File: config.mk
export PLATFORM = sky130hd
export DESIGN_NAME = barrel_shifter_pipe
export DESIGN_NICKNAME = d
export VERILOG_FILES = /design/src/rtl/barrel_shifter_pkg.sv /design/src/rtl/barrel_shifter_pipe_stage.sv /design/src/rtl/barrel_shifter_pipe.sv
export SDC_FILE = /design/constraint.sdc
export NUM_CORES = 1
export LEC_CHECK = 0
export BUFFER_PORTS_ARGS = -buffer_cell sky130_fd_sc_hd__buf_2
export CORE_ASPECT_RATIO = 1.5
export CORE_MARGIN = 2
export CORE_UTILIZATION = 35
export DETAILED_ROUTE_END_ITERATION = 10
export HOLD_SLACK_MARGIN = 0.1
export PLACE_DENSITY = 0.54
export SLEW_MARGIN = 40
export SYNTH_ARGS = -nofsm -noshare
export SYNTH_HDL_FRONTEND = slang
export SYNTH_SLANG_ARGS = --single-unit
File: constraint.sdc
create_clock -name clk_in -period 6.4 [get_ports clk_in]
set_input_delay 0.32 -clock clk_in [delete_from_list [all_inputs] [get_ports clk_in]]
set_output_delay 0.32 -clock clk_in [all_outputs]
set_load 0.1 [all_outputs]
File: src/rtl/barrel_shifter_pkg.sv
// Shared definitions for the pipelined barrel shifter: operation encodings
// and the rule for which codes actually move data.
package barrel_shifter_pkg;

  localparam logic [2:0] MODE_ROR  = 3'd0;
  localparam logic [2:0] MODE_ROL  = 3'd1;
  localparam logic [2:0] MODE_LSR  = 3'd2;
  localparam logic [2:0] MODE_LSL  = 3'd3;
  localparam logic [2:0] MODE_ASR  = 3'd4;
  // Any code above MODE_ASR leaves the operand untouched; this is the canonical one.
  localparam logic [2:0] MODE_PASS = 3'd7;

  // True for codes that shift or rotate; pass-through codes ignore the amount.
  function automatic logic shifts_data(input logic [2:0] mode);
    return (mode <= MODE_ASR);
  endfunction

endpackage

File: src/rtl/barrel_shifter_pipe_stage.sv
// One pipeline stage: conditionally shifts/rotates by a fixed SHIFT positions
// (selected by the matching amount bit) and registers the result together
// with the sideband needed by later stages.
module shifter_stage
  import barrel_shifter_pkg::*;
#(
  parameter int WIDTH = 8,
  parameter int SHIFT = 1,
  localparam int AMT_W = $clog2(WIDTH),
  localparam int BIT   = $clog2(SHIFT)
) (
  input  logic             clk,
  input  logic             rst,
  input  logic [WIDTH-1:0] up_data,
  input  logic [AMT_W-1:0] up_amt,
  input  logic [2:0]       up_mode,
  input  logic             up_sign,
  input  logic             up_vld,
  input  logic             dn_load,
  output logic [WIDTH-1:0] data_p,
  output logic [AMT_W-1:0] amt_p,
  output logic [2:0]       mode_p,
  output logic             sign_p,
  output logic             vld_p,
  output logic             load
);

  // Fixed-distance move; arithmetic fill uses the original operand sign so
  // that composing stages gives the same result as one wide shift.
  function automatic logic [WIDTH-1:0] shift_by(input logic [WIDTH-1:0] d,
                                                input logic [2:0]       m,
                                                input logic             s);
    case (m)
      MODE_ROR: return {d[SHIFT-1:0], d[WIDTH-1:SHIFT]};
      MODE_ROL: return {d[WIDTH-SHIFT-1:0], d[WIDTH-1:WIDTH-SHIFT]};
      MODE_LSR: return {{SHIFT{1'b0}}, d[WIDTH-1:SHIFT]};
      MODE_LSL: return {d[WIDTH-SHIFT-1:0], {SHIFT{1'b0}}};
      MODE_ASR: return {{SHIFT{s}}, d[WIDTH-1:SHIFT]};
      default:  return d;
    endcase
  endfunction

  logic             en;
  logic [WIDTH-1:0] shifted;

  assign en      = up_amt[BIT] && shifts_data(up_mode);
  assign shifted = en ? shift_by(up_data, up_mode, up_sign) : up_data;

  // Stage accepts new contents when empty or when the next stage is taking ours.
  assign load = !vld_p || dn_load;

  // Occupancy flag: the only state cleared by reset; empty slots collapse.
  always_ff @(posedge clk or posedge rst) begin
    if (rst) vld_p <= 1'b0;
    else if (load) vld_p <= up_vld;
  end

  // Payload register, qualified by vld_p so it needs no reset.
  always_ff @(posedge clk) begin
    if (load && up_vld) begin
      data_p <= shifted;
      amt_p  <= up_amt;
      mode_p <= up_mode;
      sign_p <= up_sign;
    end
  end

endmodule

File: src/rtl/barrel_shifter_pipe.sv
// Pipelined multifunction barrel shifter with valid/ready flow control.
// Stage k handles amount bit k; the ready chain runs combinationally from
// out_ready_in back to in_ready_out so the pipe sustains one op per cycle.
module barrel_shifter_pipe
  import barrel_shifter_pkg::*;
#(
  parameter int WIDTH = 8,
  localparam int AMT_W = $clog2(WIDTH)
) (
  input  logic             clk_in,
  input  logic             reset_in,
  input  logic [WIDTH-1:0] a_in,
  input  logic [AMT_W-1:0] amt_in,
  input  logic [2:0]       mode_in,
  input  logic             in_valid_in,
  output logic             in_ready_out,
  output logic [WIDTH-1:0] out_out,
  output logic             zero_out,
  output logic             out_valid_out,
  input  logic             out_ready_in
);

  // Index 0 is the input side, index AMT_W is the final register.
  logic [WIDTH-1:0] data_s [AMT_W+1];
  logic [AMT_W-1:0] amt_s  [AMT_W+1];
  logic [2:0]       mode_s [AMT_W+1];
  logic             sign_s [AMT_W+1];
  logic             vld_s  [AMT_W+1];
  logic             load_s [AMT_W+1];

  assign data_s[0]     = a_in;
  assign amt_s[0]      = amt_in;
  assign mode_s[0]     = mode_in;
  assign sign_s[0]     = a_in[WIDTH-1];
  assign vld_s[0]      = in_valid_in;
  assign load_s[AMT_W] = out_ready_in;
  assign in_ready_out  = load_s[0];

  for (genvar k = 0; k < AMT_W; k++) begin : g_stage
    shifter_stage #(
      .WIDTH(WIDTH),
      .SHIFT(1 << k)
    ) u_stage (
      .clk    (clk_in),
      .rst    (reset_in),
      .up_data(data_s[k]),
      .up_amt (amt_s[k]),
      .up_mode(mode_s[k]),
      .up_sign(sign_s[k]),
      .up_vld (vld_s[k]),
      .dn_load(load_s[k+1]),
      .data_p (data_s[k+1]),
      .amt_p  (amt_s[k+1]),
      .mode_p (mode_s[k+1]),
      .sign_p (sign_s[k+1]),
      .vld_p  (vld_s[k+1]),
      .load   (load_s[k])
    );
  end

  // Final register: result is forced to zero whenever the slot is empty,
  // which also gives the cleared output during and after reset.
  assign out_valid_out = vld_s[AMT_W];
  assign out_out       = vld_s[AMT_W] ? data_s[AMT_W] : '0;
  assign zero_out      = vld_s[AMT_W] && (data_s[AMT_W] == '0);

  // Sideband of the last stage has no consumer.
  logic unused_tail;
  assign unused_tail = ^{amt_s[AMT_W], mode_s[AMT_W], sign_s[AMT_W]};

endmodule

==> reports/results.ini <==
[logic_synthesis]
synth_seq_cells = 38
post_synth.cell_area_avg_um2 = 13.5
ys_warn_count = 0
syn-instance-count = 139
yosysUniqueCellTypes = 34
seq_area_frac_synth_pct = 60.0
syn-num-nets = 157
netlist_area_um2 = 1880

[layout]
fin_nets = 190
regArea_um2 = 1130
multi_input_area_um2 = 699
fin_cells = 241
mostFrequentLayoutCell = edfxtp_1
mostFrequentLayoutCells = edfxtp_1 (35), buf_2 (28), a22o_1 (12)
area_delta_synth_final_pct = 15.7
num_antenna_cells = 0
drive_gt1_share_pct = 30.6
nFillCells = 488

[detailed_routing]
drt_wl_total_um = 3280
vias = 1237
via_per_inst = 5.13
drtIter0Drc = 28
firstDrtPassIters = 4
drc = 0
ant_nets = 0
post_drt_wl_per_cell_um = 13.6

[floorplanning]
start_util_pct = 36.4
ios = 29
die_x_um = 63.8
design.core.area_um2 = 5160
die_y_um = 93.7
dieArea_um2 = 5980
rows = 32

[timing]
slew_violations = 0
max_slew_margin_pct = 57.7
finalCritPeriodShare_pct = 34.4
fmax_mhz = 454
rsz0062_at_grt = false
finalSetupTns_ps = 0
final-hold-violation-count = 0
setup_viol = 0
skew_ps = 2.11
worstMarginPinSlew_ps = 633
period_needed_ps = 2200

[clocking]
cts_made_buffers = 5
cts_setup_buffers = 0
cts_resized = 0
cts_sinks = 38
ctsHoldBuffers = 1
insertion_delay_ps = 280
path_clk_slew_ps = 70
cts_tree = yes
htreeDepth = 2
clockBufferDepth = 2
clockRootBuffer = clkbuf_8

[hold_path]
hold_path.class = primary input to register

[setup_path]
start_kind = register
cp-end-kind = output port
crit_path_top_delay_cell = or4_1
worstSetupPathType = register to output port
critPathMaxFanout = 2
max_stage_delay_ps = 540
required_ps = 6080
arrival_ps = 1880
crit_chain = or4_1, nor4_1, buf_2

[grt]
overflow = 0
antenna_found_initial = 0
grt_usage_pct = 12.6
grt_pass1_vias = 1289
grt_pass1_wl_um = 5690
grt_max_degree = 15

[pwr]
irDropWorstVdd_uv = 98.9
powerDensity_nw_per_um2 = 286
p_leak_nw = 0.818

[placed_design]
portBuffers = 28
place_inst = 232
gp_congestion = 0.852
hpwl_um = 2630

[run]
cap_violations = 0

[outcome]
status = complete, no violations

## routing by layer
layer	part of all wire (%)	vias up	wire [µm]	GRT usage, %
met4	3.5	0	114	8.33
li1	-	609	-	-
met2	62	32	2040	26.0
met3	4.0	8	131	3.36
met1	30	588	998	9.59
met5	0	-	0	0
## sequential cells by signal, summed over array words and instances, names as in the netlist
register,cells
g_stage.u_stage.amt_p,3
g_stage.u_stage.data_p,24
g_stage.u_stage.mode_p,6
g_stage.u_stage.sign_p,2
g_stage.u_stage.vld_p,3
## per-stage QoR
stage	worst slack (ps)	area [µm²]	utilization, %	hold WS [ps]	power [W]
final	4200	2170	42.1	209	0.000621
after global routing	4120	2170	42.1	190	0.000654
after CTS	4160	2170	42.1	198	0.000630
after detailed placement	4480	2080	40.3	188	0.000475
after global placement	4540	2080	40.3	184	0.000471
after floorplan	2150	1880	-	73.6	0.000444
## final timing paths
check                                             startpoint                      endpoint  slack (ps)  cells after the start
worst max-delay path            g_stage[2].u_stage.data_p[4]                      zero_out        4200                      3
worst min-delay path                               amt_in[2]   g_stage[0].u_stage.amt_p[2]         210                      1
worst max register to register      g_stage[2].u_stage.vld_p  g_stage[0].u_stage.data_p[1]        4670                      3
worst min register to register   g_stage[0].u_stage.amt_p[2]   g_stage[1].u_stage.amt_p[2]         440                      0
max in group asynchronous                           reset_in      g_stage[1].u_stage.vld_p        5840                      3
min in group asynchronous                           reset_in      g_stage[2].u_stage.vld_p         440                      3
## Yosys cell counts
cell      instances  share of area [%]
edfxtp_1         35                 56
a22o_1           12                5.6
and2_1           10                3.3
o21ai_0           7                1.9
inv_1             6                1.2
mux2_2            6                3.6
mux2_4            6                4.8
nor2b_1           5                1.7
o21a_1            5                2.0
nand2_1           4               0.80
nand4_1           4                1.3
o311ai_0          4                1.9
a21oi_1           3               0.80
dfrtp_1           3                4.0
nand2b_1          3                1.0
nor2_1            3               0.60
a32o_1            2                1.1
buf_6             2                1.2
clkbuf_1          2               0.40
o21ai_2           2               0.93
o22a_2            2                1.1
a21boi_0          1               0.40
a21o_1            1               0.40
a22oi_1           1               0.40
a41oi_1           1               0.47
and2_4            1               0.47
and2b_1           1               0.40
nand3_1           1               0.27
nor3_1            1               0.27
nor3b_1           1               0.40
nor4_1            1               0.33
o31ai_1           1               0.40
or2_2             1               0.33
or4_1             1               0.40
## layout make-up
type	instances	area share, %
clock buffers	6	3.34
clock inverters	2	0.403
inverters	6	1.04
multi-input cells	91	32.2
repair buffers	30	7.26
flip-flops and latches	38	51.8
well taps	68	3.92
## worst max-delay path: cells and delay by family, from the launching register on
kind	cells	cell delay, ps
buffers and inverters	1	470
AND/OR/NAND/NOR	2	760
flip-flops	1	370
## report_power, final
| part | internal (W) | total [W] | leakage [nW] | switching, W |
|---|---|---|---|---|
| Clock | 0.0000748 | 0.000152 | 0.0426 | 0.0000768 |
| Combinational | 0.0000437 | 0.000147 | 0.404 | 0.000103 |
| Sequential | 0.000305 | 0.000322 | 0.372 | 0.0000169 |
| Total | 0.000424 | 0.000621 | 0.818 | 0.000197 |
## logic make-up after synthesis
group / count (synthesis) / synth area share (%)
compound gates: 42 / 17.3
simple gates: 37 / 11.6
mux: 12 / 8.39
buf+inv: 10 / 2.80
flops: 38 / 60.0
No activity file was read; power rests on OpenSTA's default activity.
